==> config.mk <==
export PLATFORM = sky130hd
export DESIGN_NAME = pc_branch_unit
export DESIGN_NICKNAME = d
export VERILOG_FILES = /design/src/rtl/pc_branch_unit_pkg.sv /design/src/rtl/pc_branch_unit_target_adder.sv /design/src/rtl/pc_branch_unit.sv
export SDC_FILE = /design/constraint.sdc
export NUM_CORES = 1
export LEC_CHECK = 0
export CORE_ASPECT_RATIO = 0.7
export CORE_MARGIN = 1
export CORE_UTILIZATION = 30
export CTS_CLUSTER_SIZE = 16
export DETAILED_ROUTE_END_ITERATION = 7
export PLACE_DENSITY_LB_ADDON = 0.15
export SLEW_MARGIN = 20
export SYNTH_ARGS = -nofsm -noshare
export SYNTH_HDL_FRONTEND = slang
export SYNTH_HIERARCHICAL = 1
export SYNTH_SLANG_ARGS = --single-unit
export TNS_END_PERCENT = 100
==> constraint.sdc <==
create_clock -name clock -period 2.5 [get_ports clock]
set_clock_uncertainty 0.2 [all_clocks]
set_input_delay 0.75 -clock clock [delete_from_list [all_inputs] [get_ports clock]]
set_output_delay 0.75 -clock clock [all_outputs]
set_load 0.02 [all_outputs]
==> src/rtl/pc_branch_unit_pkg.sv <==
// Shared encodings for the LEGv8 next-PC / branch-target unit.
// Branch-mode and FSM state types, fetch increment, and the taken-condition helper.
package pc_branch_unit_pkg;

    typedef enum logic [1:0] {
        BR_NONE   = 2'b00,
        BR_UNCOND = 2'b01,
        BR_CBZ    = 2'b10,
        BR_REG    = 2'b11
    } br_mode_e;

    typedef enum logic [1:0] {
        ST_BOOT,
        ST_RUN,
        ST_FLUSH
    } state_e;

    localparam int unsigned PC_INC = 4;

    // Branch condition only; the valid qualifier is applied by the caller.
    function automatic logic branch_cond(br_mode_e mode, logic neg, logic zero);
        logic res;
        res = 1'b0;
        case (mode)
            BR_UNCOND: res = 1'b1;
            BR_REG:    res = 1'b1;
            BR_CBZ:    res = zero ^ neg;
            default:   res = 1'b0;
        endcase
        return res;
    endfunction

endpackage

==> src/rtl/pc_branch_unit_target_adder.sv <==
// pc_target_adder: PC + (sign-extended word offset << 2), wrapping at PC_W bits.
module pc_target_adder #(
    parameter int unsigned PC_W  = 12,
    parameter int unsigned IMM_W = 26
) (
    input  logic [PC_W-1:0]  pc,
    input  logic [IMM_W-1:0] imm,
    output logic [PC_W-1:0]  target
);
    localparam int unsigned EXT_W = (IMM_W + 2 > PC_W) ? IMM_W + 2 : PC_W;

    logic signed [EXT_W-1:0] offset;
    logic                    unused_ext;

    always_comb begin
        offset = EXT_W'($signed({imm, 2'b00}));
        target = pc + offset[PC_W-1:0];
    end

    // Bits above PC_W only matter for wider PCs; modulo arithmetic discards them.
    assign unused_ext = ^offset;

endmodule

==> src/rtl/pc_branch_unit.sv <==
// Registered next-PC generator with BOOT/RUN/FLUSH sequencing, stall hold and redirect pulse.
// Optional misaligned-BR detection enabled by defining PC_ALIGN_CHECK_EN.
module pc_branch_unit
    import pc_branch_unit_pkg::*;
#(
    parameter int unsigned     PC_W      = 12,
    parameter int unsigned     IMM_W     = 26,
    parameter logic [PC_W-1:0] RESET_VEC = '0
) (
    input  logic             clock,
    input  logic             reset_n,
    input  logic             stall,
    input  logic             br_valid,
    input  logic [1:0]       br_mode,
    input  logic             br_neg,
    input  logic             cond_zero,
    input  logic [IMM_W-1:0] br_imm,
    input  logic [63:0]      reg_target,
    output logic [PC_W-1:0]  pc,
    output logic             pc_valid,
    output logic             redirect,
    output logic             align_fault
);
    state_e          state;
    br_mode_e        mode;
    logic [PC_W-1:0] pc_seq;
    logic [PC_W-1:0] rel_tgt;
    logic [PC_W-1:0] reg_tgt;
    logic [PC_W-1:0] target;
    logic            taken;
    logic            align_err;
    logic            unused_bits;

    assign mode = br_mode_e'(br_mode);

    pc_target_adder #(
        .PC_W  (PC_W),
        .IMM_W (IMM_W)
    ) u_adder (
        .pc     (pc),
        .imm    (br_imm),
        .target (rel_tgt)
    );

    always_comb begin
        pc_seq    = pc + PC_W'(PC_INC);
        reg_tgt   = reg_target[PC_W-1:0];
        taken     = br_valid && branch_cond(mode, br_neg, cond_zero);
        align_err = 1'b0;
`ifdef PC_ALIGN_CHECK_EN
        // A misaligned register target turns the branch into a plain sequential fetch.
        if (taken && (mode == BR_REG) && (reg_target[1:0] != 2'b00)) begin
            taken     = 1'b0;
            align_err = 1'b1;
        end
`else
        reg_tgt[1:0] = 2'b00;
`endif
        target = (mode == BR_REG) ? reg_tgt : rel_tgt;
    end

    always_ff @(posedge clock or negedge reset_n) begin
        if (!reset_n) begin
            state    <= ST_BOOT;
            pc       <= RESET_VEC;
            pc_valid <= 1'b0;
            redirect <= 1'b0;
        end else if (stall) begin
            redirect <= 1'b0;
        end else begin
            redirect <= 1'b0;
            case (state)
                ST_BOOT: begin
                    state    <= ST_RUN;
                    pc_valid <= 1'b1;
                end
                ST_RUN: begin
                    if (taken) begin
                        pc       <= target;
                        redirect <= 1'b1;
                        pc_valid <= 1'b0;
                        state    <= ST_FLUSH;
                    end else begin
                        pc <= pc_seq;
                    end
                end
                ST_FLUSH: begin
                    state    <= ST_RUN;
                    pc_valid <= 1'b1;
                end
                default: begin
                    state    <= ST_BOOT;
                    pc_valid <= 1'b0;
                end
            endcase
        end
    end

`ifdef PC_ALIGN_CHECK_EN
    logic fault_q;

    always_ff @(posedge clock or negedge reset_n) begin
        if (!reset_n) begin
            fault_q <= 1'b0;
        end else if (!stall && (state == ST_RUN) && align_err) begin
            fault_q <= 1'b1;
        end
    end

    assign align_fault = fault_q;
    assign unused_bits = ^reg_target[63:PC_W];
`else
    assign align_fault = 1'b0;
    assign unused_bits = ^{reg_target[63:PC_W], reg_target[1:0], align_err};
`endif

endmodule

# After elaboration in Yosys (flattened, before gate mapping)
# Cells that the tools add are included.
# W data, S select, Z words.
classes:
  muxes: 10
  n_addsub: 2
  n_reduce_logical: 6
  eq_ne: 6
  bitwise: 2
op_table:
  columns: ["cell", "count"]
  rows:
  - ["$mux W12", 2]
  - ["$add A12 B12 Y12", 1]
  - ["$add A12 B3 Y12 const B", 1]
  - ["$eq A2 B2 Y1 const B", 3]
  - ["$eq A2 B1 Y1 const B", 2]
  - ["$mux W1", 4]
  - ["$pmux W1 S2", 2]
  - ["$pmux W2 S2", 1]
  - ["$reduce_and A2 Y1", 2]
  - ["$reduce_or A2 Y1", 2]
  - ["$logic_not A2 Y1", 1]
  - ["$mux W2", 1]
  - ["$ne A2 B2 Y1 const B", 1]
  - ["$logic_and A1 B1 Y1", 1]
  - ["$not A1 Y1", 1]
  - ["$xor A1 B1 Y1", 1]
word_totals:
  regBits: 16
  wordCells: 30

# Depth between registers and ports, before layout
# Gate-level depths: netlist of run 1.
depth:
  ltp_word: 7
  depth_mapped: 10
  depth_no_buf: 10

# Cells and area by module
# The synthesis of run 1 kept the hierarchy.
modules_own_cells:
  columns: ["mod", "seq_area_each_um2", "area_per_inst_um2", "instances", "cells_each"]
  rows:
  - ["pc_branch_unit", 400.4, 1031.0, 1, 109]
  - ["pc_target_adder", 0.0, 400.4, 1, 53]

# Worst setup path before layout of run 1
# OpenSTA, ideal clock, no wires.
synth_path:
  path_type: "input port to flip-flop"
  start: "input br_imm[0]"
  end: "register pc[8]"
  setup_time_ns: 0.087
  t_arrival_ns: 2.291
  n_path_buf: 0
  required_time_ns: 2.213
  setup_slack_ns: -0.078
  cell_stages: 10
  path_cell_list: "ha_1 inv_1 fa_1 nand2b_1 a21oi_1 nor2_1 xnor2_1 mux2i_1 mux2_2 a22oi_1"
synth_via:
  elab_chain_len: 3
synth_rtl:
  columns: ["element", "line_no", "text"]
  rows:
  - ["start, declared", "pc_branch_unit.sv:17", "input logic [IMM_W-1:0] br_imm,"]
  - ["$add A12 B12 Y12", "pc_branch_unit_target_adder.sv:17", "target = pc + offset[PC_W-1:0];"]
  - ["via rel_tgt[8]", "pc_branch_unit.sv:27", "logic [PC_W-1:0] rel_tgt;"]
  - ["$mux W12", "pc_branch_unit.sv:59", "target = (mode == BR_REG) ? reg_tgt : rel_tgt;"]
  - ["$mux W12", "pc_branch_unit.sv:78", "if (taken) begin"]
  - ["end signal, assigned", "pc_branch_unit.sv:79", "pc <= target;"]
  - ["end signal, assigned", "pc_branch_unit.sv:84", "pc <= pc_seq;"]
  - ["end, declared", "pc_branch_unit.sv:19", "output logic [PC_W-1:0] pc,"]
# The timed path passes the listed nets, and every way through them passes these cells.
# A chain may end at the register's enable or synchronous reset.

# Worst setup path after layout of run 1
layout_path:
  start: "input br_imm[5]"
  end: "register pc[10]"
# The elaborated chain is that of the path after synthesis.

==> out/metrics.cfg, run 1 <==
[floorplanning]
fp.dieW_um=84.6
die_area_um2=5060
placement_rows=20
io_pins=113
initial_core_util=0.321
die_height_um=59.8
core_area_um2=4450

[cts]
tritoncts.num_buffers=3
clock_latency_ps=250
clock-sinks=16
worst_setup_hold_path_clk_slew_ps=70
cts.root.buffer_cell=clkbuf_8
cts_tree=done
clock_tree.buffer_depth=2
cts_max_level=1
cts_hold_buf=0

[setup_path]
worst-setup-path-type=in -> reg
timing.rr.start=pc[7]
critPathLaunchType=input port
worstReg2RegEnd=pc[10]
cp.required_ps=2430
critPathMaxFanout=2
ff2ff_setup_slack_ps=200
arrival_ps=2370
critPathCaptureType=flop
r2r.worst_path.cells=8

[cells_and_area]
flow.area_growth_from_synthesis_pct=58.7
layoutNonFillerInstCount=283
design.final.nets=338
drive_above_1_share=0.289
antenna_cells=0
fill_cells=428

[sta]
sum_of_negative_setup_slack_ps=0
final.min_clock_period_ps=2430
timing.final.setup_violations=0
rsz0062_at_grt=yes
whs_ps=307
finalCritPeriodShare=0.973
clock.fmax_mhz=411
finalHoldViolCount=0
timing_max_transition_violations_final=0

[drt]
num_vias=1460
via_per_inst=5.16
remaining_drc_errors=6
drtIter0Drc=96
avgRoutedWirePerCell_um=15.3
postRouteAntennaNets=0
drt-total-wl_mm=4.33
detailedRoute.firstPassIterationCount=6

[synthesis]
synth_enable_flop_cells=0
async_reset_ff_frac=1.00
synth_warn=6
postSynth.topFlopCell=dfrtp_1
synthesized_cell_area_um2=1430
synthesis.area_per_instance_um2=8.84
synth_cell_type_count=45
synth-seq-area-share=0.280
synthCells=162
postSynthNetCount=271
synth-seq-cells=16

[grt]
number_of_antenna_violations_at_the_first_check_in_global_routing=0
grt_overflow_total=0
largest_net_degree_at_the_start_of_global_routing=19
first_global_vias=1506
grt.total_usage=0.181
wire_length_of_the_first_global_routing_pass_mm=7.07

[run_status]
failed_checks=design-rule violations
run_status=finished with violations

[place]
hpwl_mm=3.17
gp_congestion=0.797
place.port_buffers=41
placedCellCount=273

[min_path]
min_delay_path_depth=1
hp_start=pc_valid
hold_path_end=pc_valid
worstHoldPathType=reg -> reg

[power_and_ir_drop]
p_leak_nw=0.972
worst_supply_voltage_drop_on_vdd_mv=0.436
p_per_area_nw_per_um2=1050

[flow_run]
drv_cap=0

-- per-stage QoR --
step | power (mW) | setup WS, ps | cell area, um^2 | utilization
floorplan | 1.32 | 13.3 | 1460 | -
global placement | 1.85 | -663 | 2060 | 0.463
detailed placement | 1.90 | -683 | 2060 | 0.463
CTS | 2.30 | 0.473 | 2220 | 0.499
global route | 2.58 | -22.0 | 2270 | 0.510
finish | 2.39 | 66.5 | 2270 | 0.510
-- power breakdown --
part | total, mW | internal (mW) | switching (mW)
sequential | 0.459 | 0.343 | 0.116
clock | 0.243 | 0.140 | 0.103
combinational | 1.69 | 0.904 | 0.789
total | 2.39 | 1.39 | 1.01
-- worst max-delay path by stage --
stage / from / endpoint / slack, ps / depth (start not counted)
floorplan: br_imm[0] / pc[8] / 10 / 10
global placement: br_imm[0] / pc[8] / -660 / 11
detailed placement: br_imm[0] / pc[10] / -680 / 11
CTS: br_imm[5] / pc[10] / 0.5 / 9
global route: br_imm[2] / pc[9] / -20 / 10
finish: br_imm[5] / pc[10] / 70 / 9
-- critical path, stage by stage --
cell and delay (ps):
clkbuf_2 100, ha_4 210, a21o_1 190, a21o_1 230, a221oi_2 370, xnor2_1 100
mux2_4 270, nand3_2 70, nand3_1 70
-- cell usage after synthesis (2+ instances only) --
| cell type | count | area share |
|---|---|---|
| nor2_1 | 6 | 0.016 |
| nand4_1 | 2 | 0.0087 |
| mux2i_1 | 9 | 0.063 |
| ha_1 | 10 | 0.087 |
| a31oi_1 | 2 | 0.0087 |
| or3_1 | 2 | 0.0087 |
| mux2_2 | 5 | 0.039 |
| buf_6 | 2 | 0.016 |
| a22oi_1 | 4 | 0.021 |
| nand3_1 | 13 | 0.045 |
| nand2b_1 | 2 | 0.0087 |
| o221ai_1 | 2 | 0.012 |
| o21ai_0 | 8 | 0.028 |
| nand2_1 | 15 | 0.039 |
| inv_1 | 11 | 0.029 |
| dfrtp_1 | 16 | 0.28 |
| a21o_1 | 2 | 0.010 |
| xnor2_1 | 8 | 0.049 |
| o22a_1 | 2 | 0.012 |
| a21oi_1 | 7 | 0.024 |
| o211ai_1 | 3 | 0.016 |
| nor3_1 | 3 | 0.010 |
| buf_2 | 2 | 0.0070 |
| xor2_1 | 2 | 0.012 |
| buf_4 | 4 | 0.021 |
-- what timing repair did --
action,CTS,global route
endpoints found under the setup margin,8,5
resized for setup,26,14
pin swaps,13,14
setup buffers,3,3
-- cell type report --
type / count / area, um^2 / area share
timing repair buffer: 71 / 629 / 0.277
sequential: 16 / 400 / 0.176
inverter: 11 / 41.3 / 0.0182
tap: 55 / 68.8 / 0.0303
clock buffer: 4 / 55.1 / 0.0242
multi-input combinational: 126 / 1080 / 0.474
-- state kept, by name, indices dropped and copies added (netlist names) --
name      flops
state         2
redirect      1
pc_valid      1
pc           12
-- layout by cell type (no fill, tap or decap), types with 3 or more instances in the layout --
cell type         n
nand2_1          15
ha_1              3
o21ai_0           8
nor3_1            3
mux2i_1           9
a22oi_1           3
nand3_1          12
o211ai_1          3
dfrtp_1          16
dlygate4sd2_1     3
xnor2_1           8
inv_1             9
clkbuf_2          4
a21oi_1           5
clkbuf_8          4
nor2_1            5
mux2_2            3
buf_4            28
ha_4              7
clkdlybuf4s50_1  33
-- layer usage --
layer	routed length, um	vias up	GRT usage
li1	-	721	-
met5	0	-	0
met1	2000	698	0.218
met3	188	6	0.0331
met4	32	0	0.0412
met2	2110	35	0.344
-- cell families after synthesis --
family,share of synthesized area
flip-flops,0.280
buffers and inverters,0.0752
XOR/XNOR,0.0612
AND/OR/NAND/NOR,0.182
multiplexers,0.102
other,0.00262
AO/OA/AOI/OAI,0.196
adder cells (fa/ha/maj),0.101
Power figures use the tool's default switching activity.
==> run 2, diff against run 1 <==
- CTS_CLUSTER_SIZE: 16 -> 30
==> results of run 2 <==
No change in the layout: final DEF, timing and power equal those of run 1.
==> run 3, diff against run 2 <==
- CORE_UTILIZATION: 30 -> 34
- TNS_END_PERCENT: 100 -> not set
==> out/metrics.cfg, run 3 (synthesis results as in run 1) <==
[grt]
largest_net_degree_at_the_start_of_global_routing=17
first_global_vias=1449
grt.total_usage=0.188
grt_overflow_total=0
number_of_antenna_violations_at_the_first_check_in_global_routing=0
wire_length_of_the_first_global_routing_pass_mm=6.56

[drt]
via_per_inst=5.29
avgRoutedWirePerCell_um=14.6
remaining_drc_errors=0
drt-total-wl_mm=4.03
num_vias=1459
drtIter0Drc=74
postRouteAntennaNets=0
detailedRoute.firstPassIterationCount=4

[cts]
cts.root.buffer_cell=clkbuf_8
clock_latency_ps=250
cts_tree=done
worst_setup_hold_path_clk_slew_ps=70
cts_max_level=1
clock-sinks=16
cts_hold_buf=0
clock_tree.buffer_depth=2
tritoncts.num_buffers=3

[sta]
whs_ps=319
rsz0062_at_grt=no
timing_max_transition_violations_final=0
clock.fmax_mhz=415
finalCritPeriodShare=0.963
finalHoldViolCount=0
timing.final.setup_violations=0
final.setup.worst_slack_ps=92.6
final.min_clock_period_ps=2410
sum_of_negative_setup_slack_ps=0

[flow_run]
drv_cap=0

[setup_path]
timing.rr.start=pc[2]
worst-setup-path-type=in -> reg
critPathLaunchType=input port
cp.required_ps=2440
critPathMaxFanout=2
critPathCaptureType=flop
crit_path_start=br_imm[0]
arrival_ps=2340

[power_and_ir_drop]
seq_pwr_share=0.204
power_report.internal_total_mw=1.36
clock_power_share=0.101
p_sw_frac=0.421
report.power.total_mw=2.34
worst_supply_voltage_drop_on_vdd_mv=0.499
p_leak_nw=0.970
total_switching_power_uw=987
p_per_area_nw_per_um2=1040
comb_power_share=0.695

[place]
placedCellCount=270
post_dp_cell_area_um2=2060
place.port_buffers=41
dp_worst_setup_slack_ps=-679
gp_congestion=0.785
hpwl_mm=2.98

[cells_and_area]
layout.cells.most_common_list=clkdlybuf4s50_1, buf_4, dfrtp_1
registers.top_by_ff_count=pc
final_core_utilization=0.569
layoutNonFillerInstCount=276
flow.area_growth_from_synthesis_pct=57.8
finish.instance_area_um2=2260
biggestRegsByFlops=pc x12, state x2
number_of_flip_flops_in_the_largest_register=12
design.final.nets=334
drive_above_1_share=0.290
layout.cells.most_common=clkdlybuf4s50_1
antenna_cells=0

[floorplanning]
placement_rows=19
die_area_um2=4480
fp.dieW_um=79.6
io_pins=113
initial_core_util=0.361
core_area_um2=3970
die_height_um=56.3

[min_path]
worstHoldPathType=reg -> reg
hp_start=state[0]

[run_status]
run_status=finished clean

==> run 3: cell type report <==
class,count,area [um^2]
Clock buffer,4,55.1
Fill cell,346,1710
Inverter,11,41.3
Multi-Input combinational cell,126,1100
Sequential cell,16,400
Tap cell,52,65.1
Timing Repair Buffer,67,596
==> run 3: worst max-delay path, stage by stage <==
cell      delay, ps
buf_6            70
ha_4            120
inv_2            30
fa_2            340
nand2b_4        170
a21oi_4         190
a221oi_2         90
xnor2_1         150
mux2_4          280
nand3_2          70
nand3_1          60
==> run 3: power groups by stage <==
stage               Combinational [mW]  Sequential, mW  Clock, mW
floorplan                        0.771           0.549          0
global placement                  1.38           0.450          0
detailed placement                1.41           0.453          0
CTS                               1.53           0.466      0.242
global route                      1.78           0.495      0.254
finish                            1.63           0.479      0.237
==> run 3: worst paths after layout <==
path	to	slack (ps)	depth (start not counted)
worst min-delay path	pc_valid	320	1
worst max-delay path	pc[10]	90	11
min in group asynchronous	pc[8]	620	2
worst max register to register	pc[10]	220	10
max in group asynchronous	pc[5]	1290	2
worst min register to register	pc_valid	320	1
==> run 3: timing repair <==
item | in CTS | in global routing
resized for setup | 23 | 21
pin swaps | 12 | 19
cloned | 0 | 0
buffers inserted | 2 | 1
endpoints found under the setup margin | 6 | 5
==> run 3: layer usage <==
layer	GRT usage	up-vias	share of wire	wire, um
met4	0.0390	0	0.0067	27
li1	-	715	-	-
met1	0.251	695	0.45	1840
met3	0.0390	4	0.053	214
met5	0	-	0	0
met2	0.315	45	0.48	1960
==> RTL change 1: new RTL, flow settings as in run 1 <==
Encoding of `state_e`: now one-hot (3 bits for 3 states).
--- a/src/rtl/pc_branch_unit_pkg.sv
+++ b/src/rtl/pc_branch_unit_pkg.sv
@@ -9,10 +9,10 @@
         BR_REG    = 2'b11
     } br_mode_e;
 
-    typedef enum logic [1:0] {
-        ST_BOOT,
-        ST_RUN,
-        ST_FLUSH
+    typedef enum logic [2:0] {
+        ST_BOOT  = 3'b001,
+        ST_RUN   = 3'b010,
+        ST_FLUSH = 3'b100
     } state_e;
 
     localparam int unsigned PC_INC = 4;
Behaviour: no difference found for any inputs over 10 cycles, from zero or initial values and one cycle with reset_n low; not proved beyond that.
==> RTL change 1 against run 1 <==
  * Design area rose by 6.7%
  * Setup slack got worse by 0.021 ns
  * Register-to-register slack barely moved
  * Global-route usage barely moved
  * Routed wire length rose by 8.8%
  * First-iteration DRC count rose by 6.3%
  * Power rose by 10%
  * Sequential cell count rose by 1
  * Synthesized area rose by 7.8%
==> RTL change 1: results (changes against run 1) <==
The flow ran to the end, and the final reports show no timing, DRC or antenna violations. The run gives 7.39 mm (was 7.07 mm) as the wire length of the first global-routing pass. The logs give 23.4% (was 21.8%) for the global routing met1 resource utilization and 3 (unchanged) for the CTS buffer count. The number of DRC markers in iteration 0 is 102 (was 96).

The maximum root-to-sink buffer count was 2 (unchanged). For the net switching power of the design, the log shows 1.15 mW (was 1.01 mW). Cell family contributing the most delay on the critical path: adder cells (was compound AO/OA/AOI/OAI gates).

The final clock period utilization by the worst path works out to 98.2% (was 97.3%). The run gives 1572 (was 1460) as the total number of vias. The global routing met3 resource utilization was 3.04% (was 3.31%); the setup slack on the worst flop-to-flop path was 0.20 ns (about the same).

The maximum single-stage delay on the critical path works out to 0.33 ns (was 0.37 ns). The number of standard cells in the layout, taps in and fillers out was 307 (was 283); the static power due to leakage was 1.04 nW (was 0.972 nW). The logs give 280 (was 271) for the net count of the mapped netlist and 348 (was 338) for the layout net count.

The CTS clock-pin slew for the worst setup and hold paths works out to 0.07 ns (about the same). The share of final-layout standard cells stronger than drive strength 1 was 33.6% (was 28.9%); the cell count after placement was 302 (was 273). The tools report the pin count of the biggest net entering global routing as 14 (was 19). The number of cells produced by synthesis came out at 171 (was 162). Main area contributors after synthesis: dfrtp_1, mux2i_1, ha_1 (was dfrtp_1, ha_1, mux2i_1).

The first element of the critical path was br_imm[0] (was br_imm[5]). For the worst-skew pair, the clock arrives at the later sink with an insertion delay of 0.26 ns. Cell area reported after detailed placement: 0.00223 mm^2 (was 0.00206 mm^2).

The run gives 70.6% (was 70.7%) as the combinational share of power. Largest registers: pc (12), state (3) (was pc (12), state (2)). The tools report the worst flop-to-flop path endpoint as pc[8] (was pc[10]).

Worst-case reg-to-reg path depth: 9 (was 8). The detailed-placement wirelength estimate is 3.53 mm (was 3.17 mm), and the met2 capacity usage during global routing is 31.8% (was 34.4%). The tools report the global-route total usage across every layer as 18.1% (about the same). Quantity of I/O buffers inserted on ports: 41 (unchanged). The startpoint of the lowest-slack register-to-register path was pc[3] (was pc[7]). For the share of the yosys chip area belonging to registers, the log shows 27.7% (was 28.0%). Path type of the worst min-delay path: flip-flop to flip-flop (unchanged). For the total length of routed wires, the log shows 4.71 mm (was 4.33 mm). The number of warning messages in the yosys log was 6 (unchanged); the routability-driven placement congestion ratio was 0.779 (was 0.797).

Number of clock sinks: 17 (was 16). The worst path arrival time was 2.40 ns (was 2.37 ns). For the number of search-and-repair iterations in the first detailed-routing pass, the log shows 4 (was 6). The clock distribution power came out at 0.216 mW (was 0.243 mW). The run gives 0 (unchanged) as the number of antenna violations at the first check in global routing.

The logs give 52 (was 45) for the post-synthesis cell type count and 0.436 mV (about the same) for the worst vdd rail ir drop. Total power: 2.64 mW (was 2.39 mW). Async set or reset register ratio after synthesis: 100% (unchanged). Timing endpoint of the critical path: pc[8] (was pc[10]). The run gives -0.664 ns (was -0.683 ns) as the worst slack after detailed placement. Synth cell count leaders: dfrtp_1, mux2i_1, nand2_1 (was dfrtp_1, nand2_1, nand3_1).

The critical path's slowest cell is fa_2 (was a221oi_2).
==> RTL change 1: layer usage <==
| metal | up-vias | wire length [um] |
|---|---|---|
| li1 | 758 | - |
| met1 | 762 | 2170 |
| met2 | 44 | 2290 |
| met3 | 8 | 193 |
| met4 | 0 | 59 |
| met5 | - | 0 |
==> RTL change 1: timing repair <==
| action | 4_1_cts | 5_1_grt |
|---|---|---|
| hold buffers | 0 | 0 |
| buffers inserted | 1 | 1 |
| endpoints found under the setup margin | 7 | 4 |
| cloned | 0 | 0 |
| resized for setup | 38 | 10 |
| pin swaps | 26 | 16 |
==> RTL change 1: worst min-delay path by stage <==
stage / from / to / slack, ns / depth (start not counted)
floorplan: reset_n / pc[0] / 0.25 / 0
global placement: pc_valid / pc_valid / 0.31 / 2
detailed placement: pc_valid / pc_valid / 0.32 / 2
CTS: pc_valid / pc_valid / 0.33 / 2
global route: state[0] / state[0] / 0.39 / 1
finish: pc_valid / pc_valid / 0.33 / 2
==> RTL change 1: cells by family after synthesis <==
logic type                 after synthesis  synth area share (%)
AOI/OAI and AO/OA                       44                  21.2
xor gates and xnor gates                11                  6.25
adders and majority gates               11                  9.41
buffers and inverters                   18                  6.97
DFF                                     17                  27.7
muxes                                   16                  10.5
other                                    1                 0.243
and+or+nand+nor                         53                  17.8
==> RTL change 1: layout make-up <==
cell class | count | area [um^2]
clock buffers | 3 | 41.3
inverters | 8 | 30.0
fillers | 471 | 2440
clock inverters | 1 | 5.00
flip-flops and latches | 17 | 427
repair buffers | 73 | 631
multi-input cells | 136 | 1200
well taps | 69 | 86.3
==> RTL change 2: new RTL, settings of run 1 <==
Made on the original files. `PC_W` is set to 12 in 2 places; all go to 6.
--- a/src/rtl/pc_branch_unit_target_adder.sv
+++ b/src/rtl/pc_branch_unit_target_adder.sv
@@ -1,6 +1,6 @@
 // pc_target_adder: PC + (sign-extended word offset << 2), wrapping at PC_W bits.
 module pc_target_adder #(
-    parameter int unsigned PC_W  = 12,
+    parameter int unsigned PC_W  = 6,
     parameter int unsigned IMM_W = 26
 ) (
     input  logic [PC_W-1:0]  pc,
--- a/src/rtl/pc_branch_unit.sv
+++ b/src/rtl/pc_branch_unit.sv
@@ -3,7 +3,7 @@
 module pc_branch_unit
     import pc_branch_unit_pkg::*;
 #(
-    parameter int unsigned     PC_W      = 12,
+    parameter int unsigned     PC_W      = 6,
     parameter int unsigned     IMM_W     = 26,
     parameter logic [PC_W-1:0] RESET_VEC = '0
 ) (
Interface: changed (resized pc); port bits go from 113 to 107. No check against the original RTL was run, so the function may have changed too.
==> RTL change 2 against run 1 <==
  * Design area is 57% lower
  * Power is 66% lower
  * Sequential cell count fell by 6
  * Synthesized area is 53% lower
  * Synthesized cell count fell by 55%
  * Sequential power fell by 42%
  * Routed wire length shrank 69%
  * Fmax grew 1.5%
  * Setup slack better by 0.035 ns
  * Count of clock-buffer cells in the layout unchanged
==> RTL change 2: results (changes against run 1) <==
Critical path's slowest cell: clkdlybuf4s50_1 (was a221oi_2). First element of the critical path: br_imm[1] (was br_imm[5]). Number of antenna violations at the first check in global routing: 0 (unchanged). The worst-case reg-to-reg path depth is 7 (was 8), and the setup slack on the worst flop-to-flop path is 0.51 ns (was 0.20 ns). The tools report the static power due to leakage as 0.434 nW (was 0.972 nW).

For the number of global-route vias before repair, the log shows 528 (was 1506). The startpoint of the lowest-slack register-to-register path was pc[3] (was pc[7]). For the worst path arrival time, the log shows 2.40 ns (was 2.37 ns). The cell area reported after detailed placement is 933 um^2 (was 0.00206 mm^2). Hold path endpoint: state[0] (was pc_valid).

The net count of the mapped netlist came out at 176 (was 271). The uppermost layer routed was met3 (was met4). The sum of met3 wire segment lengths after detailed routing is 78 um (was 188 um). The routability-driven placement congestion ratio came out at 0.737 (was 0.797). Clock-pin slew was measured on the worst setup and hold paths at 0.06 ns. The worst flop-to-flop path endpoint is pc[5] (was pc[10]). For the number of search-and-repair iterations in the first detailed-routing pass, the log shows 4 (was 6).

The root buffer selected by CTS was clkbuf_4 (was clkbuf_8). The run gives 6 (unchanged) as the number of warning messages in the yosys log. The layout net count was 202 (was 338). The wire length on met2 was 583 um (was 2.11 mm); the worst vdd rail ir drop was 0.348 mV (was 0.436 mV). The share of final-layout standard cells stronger than drive strength 1 works out to 9.18% (was 28.9%). The number of DRC markers in iteration 0 is 13 (was 96). The run gives 668 um (was 2.00 mm) as the total routed wire length on the met1 layer. The flow ran to the end, and the final reports show no timing, DRC or antenna violations. The maximum single-stage delay on the critical path came out at 0.49 ns (was 0.37 ns). The post-synthesis cell type count came out at 32 (was 45).

The post-cts gate resize count is 0 (was 26), and the share of the yosys chip area belonging to registers is 36.8% (was 28.0%). The quantity of I/O buffers inserted on ports works out to 23 (was 41). Detailed-placement wirelength estimate: 1.02 mm (was 3.17 mm).

The tools report the wire length of the first global-routing pass as 2.19 mm (was 7.07 mm). The worst hold path startpoint was state[0] (was pc_valid). The number of fill cells in the layout is 229 (was 428). The tools report the pin count of the biggest net entering global routing as 15 (was 19). Synth cell count leaders: dfrtp_1, nand2_1, nand3_1, o21ai_0 (was dfrtp_1, nand2_1, nand3_1). The average detailed-routed wire length per instance is 10.2 um (was 15.3 um). The run gives 12.0% (was 18.1%) as the global-route total usage across every layer. For the total number of vias, the log shows 587 (was 1460). For the post-CTS setup repair buffer count, the log shows 0 (was 3). Main area contributors after synthesis: dfrtp_1, ha_1, mux2i_1 (unchanged). Largest registers: pc (6), state (2) (was pc (12), state (2)).
RTL change 2: cell types whose count changed after synthesis, moves of 6 or more:
cell	change
inv_1	-8
nand3_1	-8
xnor2_1	-7
a21oi_1	-6
dfrtp_1	-6
ha_1	-6
RTL change 2: per-layer routing:
metal	global-route usage, %	vias up
li1	-	303
met5	0	-
met4	1.43	0
met2	17.7	19
met3	5.92	0
met1	16.2	265
RTL change 2: area by class of cell:
| type | instances | area share, % |
|---|---|---|
| multi-input combinational | 55 | 39.1 |
| timing repair buffer | 26 | 26.1 |
| sequential | 10 | 25.8 |
| tap | 32 | 4.13 |
| clock buffer | 4 | 3.74 |
| inverter | 3 | 1.16 |
RTL change 2: worst max path at each step:
stage          endpoint  slack [ns]  cells after the start
4_1_cts           pc[5]         0.1                      8
3_3_place_gp      pc[5]       -0.15                      8
5_1_grt           pc[5]        0.07                      8
2_1_floorplan     pc[4]        0.34                      6
3_5_place_dp      pc[5]       -0.18                      8
6_report          pc[5]        0.10                      8
RTL change 2: power breakdown:
part	switching, mW	total, mW	internal [mW]
registers	0.0629	0.267	0.204
clock network	0.0547	0.143	0.0884
logic	0.181	0.394	0.213
total	0.299	0.803	0.505
RTL change 2: worst max-delay path: cells and delay by family:
kind,cells,cell delay (ns)
buffers and inverters,1,0.49
AND/OR/NAND/NOR,2,0.39
AO/OA/AOI/OAI,2,0.33
adder cells (fa/ha/maj),1,0.23
XOR/XNOR,1,0.13
multiplexers,1,0.08
RTL change 2: metrics by stage:
step	worst slack (ns)	util, %	instances	hold WS, ns
floorplan	0.340	-	73	0.254
global placement	-0.152	43.7	126	0.284
detailed placement	-0.177	43.7	126	0.289
CTS	0.0973	45.4	130	0.299
global route	0.0742	45.4	130	0.336
finish	0.102	45.4	130	0.297
RTL change 2: cells by family after synthesis:
| logic type | count (synthesis) | synth area share (%) |
|---|---|---|
| AO/OA/AOI/OAI | 14 | 13.1 |
| XOR/XNOR | 4 | 5.16 |
| adder cells (fa/ha/maj) | 5 | 10.3 |
| buffers and inverters | 8 | 7.37 |
| flip-flops | 10 | 36.8 |
| multiplexers | 4 | 5.89 |
| other | 1 | 0.552 |
| AND/OR/NAND/NOR | 27 | 20.8 |
